File: src/rtl/sar_busca4.sv
// sar_busca4 -- successive-approximation search controller.
//
// Drives the B word of an external combinational magnitude comparator and
// binary-searches the unknown A word from the AmaiorB / AmenorB / AigualB
// flags. The search starts at the MSB and settles one bit per cycle. It can
// also finish early when the comparator reports equality.
//
// State table
//   state  | meaning
//   OCIOSO | idle; inicio starts a search, B keeps its last value
//   TESTE  | one decision per clock using the flags for the current B
//   FIM    | pronto pulse for one cycle, then back to OCIOSO
//
// Ports
//   clk        in   rising-edge clock
//   rst_n      in   asynchronous active-low reset
//   inicio     in   start request, honoured only in OCIOSO
//   AmaiorB    in   comparator flag A > B
//   AmenorB    in   comparator flag A < B
//   AigualB    in   comparator flag A = B
//   B          out  registered trial word to the comparator
//   ocupado    out  high while in TESTE
//   pronto     out  high while in FIM (one cycle)
//   erro       out  flags were not one-hot; held until next accepted inicio
//   resultado  out  found A value; held until the next completion
module sar_busca4 #(
  parameter int WIDTH = 4
) (
  input  logic             clk,
  input  logic             rst_n,
  input  logic             inicio,
  input  logic             AmaiorB,
  input  logic             AmenorB,
  input  logic             AigualB,
  output logic [WIDTH-1:0] B,
  output logic             ocupado,
  output logic             pronto,
  output logic             erro,
  output logic [WIDTH-1:0] resultado
);

  typedef enum logic [1:0] {
    OCIOSO = 2'd0,
    TESTE  = 2'd1,
    FIM    = 2'd2
  } stateT;

  localparam logic [WIDTH-1:0] msbOne = {1'b1, {(WIDTH-1){1'b0}}};

  stateT            state;
  stateT            stateNext;
  // Bit pointer kept one-hot so that stepping to the next bit and clearing
  // the tested bit are pure shifts/masks; no decrementer is needed.
  logic [WIDTH-1:0] idx;
  logic [WIDTH-1:0] idxNext;
  logic [WIDTH-1:0] bNext;
  logic [WIDTH-1:0] resultadoNext;
  logic             erroNext;
  logic [2:0]       flags;
  logic             flagsOk;
  logic [WIDTH-1:0] trial;

  always_ff @(posedge clk or negedge rst_n) begin
    if (!rst_n) begin
      state     <= OCIOSO;
      B         <= '0;
      idx       <= '0;
      resultado <= '0;
      erro      <= 1'b0;
    end else begin
      state     <= stateNext;
      B         <= bNext;
      idx       <= idxNext;
      resultado <= resultadoNext;
      erro      <= erroNext;
    end
  end

  assign flags   = {AmaiorB, AmenorB, AigualB};
  assign flagsOk = (flags == 3'b100) || (flags == 3'b010) || (flags == 3'b001);
  // Tested bit is dropped when A < B, kept when A > B.
  assign trial   = AmenorB ? (B & ~idx) : B;

  always_comb begin
    stateNext     = state;
    bNext         = B;
    idxNext       = idx;
    resultadoNext = resultado;
    erroNext      = erro;
    case (state)
      OCIOSO: begin
        if (inicio) begin
          bNext     = msbOne;
          idxNext   = msbOne;
          erroNext  = 1'b0;
          stateNext = TESTE;
        end
      end
      TESTE: begin
        if (!flagsOk) begin
          resultadoNext = '0;
          erroNext      = 1'b1;
          stateNext     = FIM;
        end else if (AigualB) begin
          resultadoNext = B;
          stateNext     = FIM;
        end else if (idx[0]) begin
          resultadoNext = trial;
          bNext         = trial;
          stateNext     = FIM;
        end else begin
          bNext   = trial | (idx >> 1);
          idxNext = idx >> 1;
        end
      end
      FIM: begin
        stateNext = OCIOSO;
      end
      default: begin
        stateNext = OCIOSO;
      end
    endcase
  end

  always_comb begin
    ocupado = (state == TESTE);
    pronto  = (state == FIM);
  end

endmodule

File: config.mk
export PLATFORM = sky130hd
export DESIGN_NAME = sar_busca4
export DESIGN_NICKNAME = d
export VERILOG_FILES = /design/src/rtl/sar_busca4.sv
export SDC_FILE = /design/constraint.sdc
export NUM_CORES = 1
export LEC_CHECK = 0
export ABC_CLOCK_PERIOD_IN_PS = 2000
export BUFFER_PORTS_ARGS = -buffer_cell sky130_fd_sc_hd__buf_2
export CAP_MARGIN = 0
export CELL_PAD_IN_SITES_DETAIL_PLACEMENT = 1
export CELL_PAD_IN_SITES_GLOBAL_PLACEMENT = 1
export CORE_MARGIN = 2
export CORE_UTILIZATION = 43
export DETAILED_ROUTE_END_ITERATION = 10
export GPL_ROUTABILITY_DRIVEN = 0
export PLACE_DENSITY_LB_ADDON = 0.05
export SLEW_MARGIN = 25
export SYNTH_ARGS = -nofsm -noshare
export SYNTH_HDL_FRONTEND = slang
export SYNTH_SLANG_ARGS = --single-unit
File: constraint.sdc
create_clock -name clk -period 2 [get_ports clk]
set_clock_uncertainty 0.05 [all_clocks]
set_input_delay 0.2 -clock clk [delete_from_list [all_inputs] [get_ports clk]]
set_output_delay 0.2 -clock clk [all_outputs]
set_load 0.02 [all_outputs]
==> results.md, run 1 <==
* Outcome: finished clean
* Actual slew at the worst max-slew pin at 0.378 ns
* Gate power share at 36.5%
* Clock slew at reported path FFs at 0.09 ns
* CTS Root Buffer Type: clkbuf_4
* Largest net degree at the start of global routing at 17
* Die Y at 48.1 um
* Simple-gate share of the synthesized area at 23.2%
* Final ANT Viol Nets at 0
* Setup TNS after final layout at 0 ns
* Synth Area in Compound Gates at 18.6%
* Setup Buffers After CTS at 0
* Seq cells post-synth at 15
* Number of synthesized flops with an enable pin at 0
* Grt total ovfl at 0
* Total CTS buffers at 3
* FMAX at 637 MHz
* DR WL/cell at 15.8 um
* Iter 0 DRT Violations at 10
* Maximum net fanout on the critical path at 6
* Synth area leaders: dfrtp_1 (45%), nand2_1 (5.4%), o2bb2ai_1 (4.2%), buf_6 (4.0%), nand3_1 (3.6%)
* Critical path class: reg2out
* Hold/Removal Path Class: in2async
* Vias at 649
* GR peak layer: met2
* Share of cells above drive strength 1 at 27.4%
* Worst rel slew slack at 74.7%
* Internal power at 596 uW
* Layout net count at 102
* H-tree Lvls at 1
* Clock share of power at 17.5%
* Die area at 0.00231 sq mm
* Vias in the first global route at 639
* Dpl ws at 0.570 ns
* Final min period at 1.57 ns
* First-pass GRT wire length at 3.08 mm
* XOR/XNOR share of the synthesized area at 6.29%
* Ys flop type: dfrtp_1
* Placed cell count at 115
* Met2 Use GR at 29.6%
* Max-cap check violation count at 0
* Largest family of logic cells by synthesized area: simple AND/OR/NAND/NOR gates
* Arrival @ worst endpoint at 1.32 ns
* Mapped Nets at 85
* PortBufs at 16
* Max-slew violations at 0
* DP Wirelength at 1.32 mm
* Die width at 48.1 um
* Io pins at 17
* Synth cell types at 29
* Starting density of the core at 46.9%
* Synthesized cell area at 836 sq um
* Worst Slack Setup Final at 0.430 ns
* Sequential fraction of the synthesis area at 44.9%
* Lkg Pwr at 0.427 nW
* Crit. End Element: output port
* GRT Overall Usage at 20.1%
* WHS at 0.319 ns
* # DRC at 0
* Fin crit share at 78.5%
* Yosys top cell area share at 44.9%
* Core area at 0.00178 sq mm
* Cell Pwr Density at 1060 mW/mm^2
* Grt met3 use at 3.40%
* Longest Clk Path Bufs at 2
* Drt via density at 5.41
* Flop pwr share at 46.1%
* Initial antenna violation count at 0
* # rows at 15
* # setup viols final at 0
* Async set-reset flop share out of synthesis at 100%
* Commonest non-fill, non-tap cell in the layout: buf_2
* DRT Pass-1 Iters at 5
* Final wirelength at 1.89 mm
* Sw frac at 40.2%
* Worst EP required at 1.75 ns
* Commonest cells after routing, fill and taps aside: buf_2 (16), dfrtp_1 (15), nand2_1 (12)
* Fin util at 52.7%
* Mean area per synthesized cell at 10.6 sq um
* Cell Count, Final, Fillers Out at 120
* P&R area growth vs syn at 12.4%
* CTS tree: yes
* Met1 Use GR at 29.1%
* Synth Instances at 79
* Largest area contributor in the netlist: dfrtp_1
* Switching power at 400 uW
* Sink Count at 15
* R2R setup slack at 0.56 ns
* Mux cell area share after synthesis at 0%
* Synth warnings at 0
* Final Hold Viols at 0
* RSZ-0062 raised after global routing: no
* Peak VDD IR at 414 uV
* Clock Latency Late Sink at 0.28 ns
* Post-Synth Adder-Cell Area at 0%
* CP Launch Type: register
* Ant. Diodes at 0
[path summary, 6_finish.rpt]
path | start | endpoint | depth (start not counted)
max reg2reg | state[0] | erro | 2
min reg2reg | resultado[3] | resultado[3] | 1
min | rst_n | erro | 2
max | state[1] | ocupado | 3
max in group asynchronous | rst_n | resultado[1] | 2
min in group clk | AmenorB | B[3] | 4
[logic make-up after synthesis]
| group | after synthesis |
|---|---|
| flops | 15 |
| compound gates | 20 |
| simple gates | 32 |
| buf+inv | 9 |
| xor+xnor | 3 |
[cell usage after synthesis, types with 2 or more instances]
master,count
dfrtp_1,15
o311ai_1,3
inv_1,3
buf_6,3
o2bb2ai_1,4
nand3_1,6
nand3b_1,4
nor2b_1,2
o31ai_2,2
buf_2,2
o21ai_1,6
nand2_1,12
[through the flow]
stage	area, sq um	power [mW]
final	940	0.997
after detailed placement	903	0.830
after CTS	940	1.01
after global routing	940	1.06
after global placement	903	0.822
after floorplan	836	0.713
[layout make-up]
class / instances / area [sq um]
flip-flops and latches: 15 / 375
well taps: 25 / 31.3
repair buffers: 17 / 90.1
clock buffers: 4 / 26.3
inverters: 4 / 15.0
fillers: 209 / 843
multi-input cells: 55 / 402
[per-layer routing]
metal | vias to the layer above | wire length [um]
li1 | 319 | -
met1 | 311 | 971
met2 | 17 | 829
met3 | 2 | 76
met4 | 0 | 12
met5 | - | 0
[flip-flops by register name (all words and copies together), names as in the netlist]
| register | flops |
|---|---|
| B | 4 |
| idx | 4 |
| resultado | 4 |
| state | 2 |
| erro | 1 |
[worst max-delay path: stages, from the launching register on]
cell      delay (ns)
dfrtp_1         0.43
nand2b_1        0.27
inv_2           0.16
buf_2           0.18
[power by group through the flow]
stage	clock network, mW	logic (mW)	registers, mW
finish	0.174	0.363	0.459
global route	0.189	0.402	0.471
CTS	0.181	0.369	0.458
detailed placement	0	0.366	0.464
global placement	0	0.362	0.460
floorplan	0	0.206	0.507
[what timing repair did]
item | 4_1_cts | 5_1_grt
endpoints found under the hold margin | 15 | 0
resized for setup | 0 | 0
hold buffers | 1 | 0
(Power assumes the default switching activity.)
==> run 2, diff against run 1 <==
ABC_AREA = 1   (was default)
ABC_CLOCK_PERIOD_IN_PS = 1500   (was 2000)
CORE_UTILIZATION = 38   (was 43)
clock period = 1.5 ns   (was 2 ns; I/O delays follow)
==> run 2 against run 1 <==
Final cell count grew 30%. Utilization is 6.8 points lower. Register-to-register slack got worse by 0.35 ns. Critical path type unchanged. Highest routed layer unchanged.
==> results.md, run 2 <==
* Pwr Total at 1.53 mW (+54%)
* Met1 Use GR at 21.5% (-7.6 points)
* Worst r2r path cells at 6 (+4)
* Area of the multi-input gates at 430 sq um (+7.2%)
* DRT Pass-1 Iters at 4 (-1)
* Sequential fraction of the synthesis area at 43.4% (-1.6 points)
* Lkg Pwr at 0.542 nW (+27%)
* Clock Latency Late Sink at 0.28 ns (about the same)
* First-pass GRT wire length at 3.56 mm (+16%)
* Share of cells above drive strength 1 at 28.9% (+1.5 points)
* PortBufs at 16 (unchanged)
* Outcome: finished clean
* FILL cells at 301 (+44%)
* R2R setup slack at 0.21 ns (-0.35 ns)
* Vias at 776 (+20%)
* Reg2reg start: state[1]
* RR Endpoint: B[2]
* DR WL/cell at 13.6 um (-13%)
* Longest Clk Path Bufs at 2 (unchanged)
* WHS at 0.148 ns (-0.171 ns)
* Worst EP required at 1.30 ns (-0.45 ns)
* HP Start: inicio
* Commonest cells after routing, fill and taps aside: nand2_1 (38), buf_2 (16), dfrtp_1 (15)
* Cell Pwr Density at 1530 mW/mm^2 (+44%)
* Hold-critical path depth at 3
* Core area at 0.00219 sq mm (+23%)
* XOR/XNOR share of the synthesized area at 0% (-6.3 points)
* Design area at 0.00100 sq mm (+6.9%)
* Synth Instances at 109 (+38%)
* Fin crit share at 87.9%
* Final wirelength at 2.13 mm (+13%)
* # DRC at 0 (unchanged)
* Layout net count at 135 (+32%)
* Initial antenna violation count at 0 (unchanged)
* Worst rel slew slack at 75.6% (+0.89 points)
* Mux cell area share after synthesis at 0% (unchanged)
* Sink Count at 15 (unchanged)
* Area after DPL at 968 sq um (+7.2%)
* Largest family of logic cells by synthesized area: simple AND/OR/NAND/NOR gates
* Largest net degree at the start of global routing at 16 (-1)
* Final min period at 1.32 ns
* Synthesized cell area at 866 sq um (+3.6%)
* FMAX at 758 MHz
* Simple-gate share of the synthesized area at 43.2% (+20 points)
* Grt met3 use at 4.02% (+0.63 points)
* H-tree Lvls at 1 (unchanged)
* Die area at 0.00268 sq mm (+16%)
* Clock slew at reported path FFs at 0.09 ns (about the same)
* Ys flop type: dfrtp_1
* Maximum net fanout on the critical path at 7 (+1)
* GRT Overall Usage at 18.5% (-1.6 points)
* Arrival @ worst endpoint at 1.12 ns (-0.20 ns)
* Synth top cells by count: nand2_1 (38), dfrtp_1 (15), nand3_1 (11), nor2_1 (8), inv_2 (6)
* CP Launch Type: register
* # rows at 17 (+2)
* Drt via density at 4.97 (-8.0%)
* Hold/Removal Path Class: in2reg
* Post-Synth Adder-Cell Area at 0% (unchanged)
* GR peak layer: met2
* Final Hold Viols at 0 (unchanged)
* Ant. Diodes at 0 (unchanged)
* CTS Root Buffer Type: clkbuf_4
* Max-slew violations at 0 (unchanged)
* RSZ-0062 raised after global routing: no
* Met2 Use GR at 31.8% (+2.2 points)
* Io pins at 17 (unchanged)
* Largest area contributor in the netlist: dfrtp_1
* Peak VDD IR at 753 uV (+82%)
* Total CTS buffers at 3 (unchanged)
* Synth Area in Compound Gates at 6.50% (-12 points)
* Fin util at 45.9% (-6.8 points)
* Top-count cell post-synth: nand2_1
* P&R area growth vs syn at 16.0%
* Grt total ovfl at 0 (unchanged)
* Mapped Nets at 115 (+35%)
* Number of synthesized flops with an enable pin at 0 (unchanged)
* Async set-reset flop share out of synthesis at 100% (unchanged)
* Synth area leaders: dfrtp_1 (43%), nand2_1 (16%), nand3_1 (6.4%), nand3_4 (4.0%), nor2_1 (3.5%)
* CTS tree: yes
* # setup viols final at 0 (unchanged)
* DP Wirelength at 1.69 mm (+28%)
* Crit. End Element: output port
* Final ANT Viol Nets at 0 (unchanged)
* Reg area at 375 sq um (unchanged)
* Die Y at 51.7 um (+7.6%)
* Regs by FF count: B: 4 flops, idx: 4 flops, resultado: 4 flops
* Commonest non-fill, non-tap cell in the layout: nand2_1
* Critical path class: reg2out
* Worst hold endpoint: idx[3]
* Synth warnings at 0 (unchanged)
* Starting density of the core at 39.5% (-7.4 points)
* Actual slew at the worst max-slew pin at 0.367 ns (-0.0111 ns)
* Max-cap check violation count at 0 (unchanged)
* Mean area per synthesized cell at 7.94 sq um (-25%)
* Synth cell types at 24 (-17%)
* Seq cells post-synth at 15 (unchanged)
* Die width at 51.7 um (+7.6%)
* Vias in the first global route at 801 (+25%)
* Iter 0 DRT Violations at 11 (+1)
* Yosys top cell area share at 43.4% (-1.6 points)
* Setup TNS after final layout at 0 ns (unchanged)
==> run 2: cell count changes in the layout (fill, tap and decap cells not counted), sizes merged, moves of 3 or more <==
cell	before	now
nor2	0	10
o2bb2ai	4	0
nand3	6	14
nand2	12	42
nor3	0	3
inv	4	12
o311ai	3	0
nand4	0	3
nand3b	4	0
==> run 2: worst max-delay path, stage by stage, from the launching register on <==
cell     delay (ns)
dfrtp_1        0.46
nor2_8         0.19
buf_2          0.19
==> run 2: layout make-up <==
| cell class | instances | share of cell area (%) |
|---|---|---|
| repair buffers | 17 | 8.97 |
| well taps | 28 | 3.49 |
| flip-flops and latches | 15 | 37.4 |
| inverters | 12 | 4.73 |
| clock buffers | 4 | 2.62 |
| multi-input cells | 80 | 42.8 |
==> run 2: worst max path at each step <==
| stage | start | to | slack (ns) | depth (start not counted) |
|---|---|---|---|---|
| after floorplan | state[1] | B[2] | 0.31 | 6 |
| after global placement | state[1] | B[0] | 0.24 | 6 |
| after detailed placement | state[1] | B[2] | 0.21 | 6 |
| after CTS | state[1] | ocupado | 0.16 | 2 |
| after global routing | state[1] | B[3] | 0.11 | 6 |
| final | state[1] | ocupado | 0.18 | 2 |
==> run 2: cell families (layout without fill, tap and decap cells) <==
| logic type | count (synthesis) | count (layout) |
|---|---|---|
| buffers and inverters | 14 | 33 |
| AO/OA/AOI/OAI | 8 | 8 |
| AND/OR/NAND/NOR | 72 | 72 |
| flip-flops | 15 | 15 |
==> run 2: through the flow <==
stage / cells / worst slack, ns
2_1_floorplan: 109 / 0.309
3_3_place_gp: 151 / 0.237
3_5_place_dp: 151 / 0.211
4_1_cts: 156 / 0.163
5_1_grt: 156 / 0.114
6_report: 156 / 0.181
==> run 2: power by group <==
group / switching [mW] / internal (mW)
Clock: 0.128 / 0.103
Combinational: 0.444 / 0.220
Sequential: 0.121 / 0.517
Total: 0.692 / 0.841
==> run 2: repair_timing <==
item,4_1_cts,5_1_grt
endpoints found under the hold margin,15,0
setup endpoints to repair,0,0
hold buffers,1,0
setup buffers,0,0
resized for setup,0,0
==> run 2: layer usage <==
metal  part of all wire, %  vias up
met4                   1.3        0
met3                   4.5        4
met5                     0        -
li1                      -      386
met1                    45      369
met2                    49       17
==> run 3, diff against run 2 <==
ABC_AREA = default   (was 1)
CORE_UTILIZATION = 40   (was 38)
==> run 3 against run 2 <==
Sequential power is 5.3% lower. Clock power is essentially flat. Sequential share of layout area is 1.6 points higher. Final area is 4.1% lower. Register-to-register slack worse by 0.14 ns. Final cell count is 21% lower. Setup slack worse by 0.11 ns. Highest routed layer unchanged.
==> results.md, run 3 (same netlist as run 1, synthesis figures left out) <==
* Outcome: finished clean
* Arrival @ worst endpoint at 1.55 ns (+0.43 ns)
* Clock slew at reported path FFs at 0.09 ns (about the same)
* Max-slew violations at 0 (unchanged)
* Clock Latency Late Sink at 0.28 ns (about the same)
* Grt total ovfl at 0 (unchanged)
* CP Launch Type: register
* Met1 Use GR at 21.2% (-0.29 points)
* Largest net degree at the start of global routing at 17 (+1)
* Final wirelength at 1.82 mm (-14%)
* Actual slew at the worst max-slew pin at 0.386 ns (+0.0195 ns)
* Commonest non-fill, non-tap cell in the layout: buf_2
* # setup viols final at 0 (unchanged)
* H-tree Lvls at 1 (unchanged)
* CTS tree: yes
* Cell Pwr Density at 1390 mW/mm^2 (-9.2%)
* Sink Count at 15 (unchanged)
* PortBufs at 16 (unchanged)
* FMAX at 697 MHz (-8.0%)
* Worst rel slew slack at 74.2% (-1.4 points)
* Total CTS buffers at 3 (unchanged)
* Lkg Pwr at 0.439 nW (-19%)
* Critical path class: reg2reg
* Ant. Diodes at 0 (unchanged)
* Final min period at 1.43 ns (+0.115 ns)
* DR WL/cell at 14.7 um (+7.7%)
* Crit. End Element: register
* Maximum net fanout on the critical path at 8 (+1)
* Share of cells above drive strength 1 at 30.9% (+2.0 points)
* Setup TNS after final layout at 0 ns (unchanged)
* Final Hold Viols at 0 (unchanged)
* Max-cap check violation count at 0 (unchanged)
* Worst-path cell chain: nor4b_2 > and2_1 > o21ai_1
* Drt via density at 5.27 (+6.0%)
* Met2 Use GR at 29.8% (-2.1 points)
* Die width at 49.7 um (-3.9%)
* Hold/Removal Path Class: in2async
* Worst path max stage delay at 0.48 ns (+0.02 ns)
* Fin crit share at 95.6% (+7.6 points)
* Iter 0 DRT Violations at 3 (-8)
* Commonest cells after routing, fill and taps aside: buf_2 (16), dfrtp_1 (15), nand2_1 (12)
* Longest Clk Path Bufs at 2 (unchanged)
* Starting density of the core at 42.6% (+3.1 points)
* GRT Overall Usage at 17.8% (-0.69 points)
* Layout net count at 104 (-23%)
* RSZ-0062 raised after global routing: no
* Die Y at 49.7 um (-3.9%)
* Vias at 654 (-16%)
* # DRC at 0 (unchanged)
* Worst EP required at 1.62 ns (+0.32 ns)
* CTS Root Buffer Type: clkbuf_4
* # rows at 16 (-1)
* Pwr Total at 1.34 mW (-13%)
* DP Wirelength at 1.35 mm (-20%)
* P&R area growth vs syn at 15.3%
* Slowest cell on the critical path: dfrtp_1
* Vias in the first global route at 674 (-16%)
* Final ANT Viol Nets at 0 (unchanged)
* DRT Pass-1 Iters at 3 (-1)
* Grt met3 use at 5.45% (+1.4 points)
* GR peak layer: met2
* Regs by FF count: B: 4 flops, idx: 4 flops, resultado: 4 flops
* Io pins at 17 (unchanged)
* Core area at 0.00196 sq mm (-10%)
* Peak VDD IR at 647 uV (-14%)
* First-pass GRT wire length at 3.24 mm (-9.1%)
* Initial antenna violation count at 0 (unchanged)
* Die area at 0.00247 sq mm (-7.7%)
run 3: cell types whose count changed in the layout (fill, tap and decap cells not counted), sizes merged, moves of 4 or more:
cell     delta
nand2      -30
nor2       -10
inv         -8
nand3       -8
nand3b      +4
o2bb2ai     +4
run 3: worst paths after layout:
path                                end  cells after the start  slack [ns]    startpoint
min in group clk                   B[3]                      4        0.28       AmenorB
max                              idx[1]                      3        0.07        idx[0]
min reg2reg                resultado[0]                      1        0.44  resultado[0]
max in group asynchronous      state[1]                      2        0.89         rst_n
min                        resultado[2]                      2        0.25         rst_n
max reg2reg                      idx[1]                      3        0.07        idx[0]
run 3: critical path, delay by kind of cell (launching register included):
kind	cells	cell delay, ns
flops	1	0.48
compound gates	1	0.10
simple gates	2	0.69
run 3: power breakdown:
group / switching [mW] / total, mW / internal [mW]
clock network: 0.129 / 0.229 / 0.0991
registers: 0.0962 / 0.604 / 0.508
logic: 0.305 / 0.503 / 0.198
total: 0.531 / 1.34 / 0.805
run 3: layer usage:
metal / wire length, um / vias to the layer above
met3: 79 / 5
met5: 0 / -
met4: 27 / 0
li1: - / 323
met1: 865 / 313
met2: 849 / 13
run 3: layout make-up:
| type | count | area (sq um) |
|---|---|---|
| clock buffer | 3 | 22.5 |
| clock inverter | 1 | 5.00 |
| fill | 240 | 998 |
| inverter | 4 | 17.5 |
| multi-input combinational | 55 | 404 |
| sequential | 15 | 375 |
| tap | 27 | 33.8 |
| timing repair buffer | 19 | 105 |
run 3: metrics by stage:
step	cell area [sq um]	hold WS, ns	setup WS (ns)	cells	util, %
2_1_floorplan	836	-0.196	0.200	79	-
3_3_place_gp	921	0.0223	0.110	119	46.9
3_5_place_dp	921	0.0249	0.0808	119	46.9
4_1_cts	958	0.236	0.0113	124	48.9
5_1_grt	963	0.270	0.00117	124	49.1
6_report	963	0.247	0.0661	124	49.1
run 3: what timing repair did:
action	4_1_cts	5_1_grt
buffers inserted	0	0
gates resized for setup	0	2
hold buffers	1	0
hold endpoints to repair	15	0
endpoints found under the setup margin	0	1
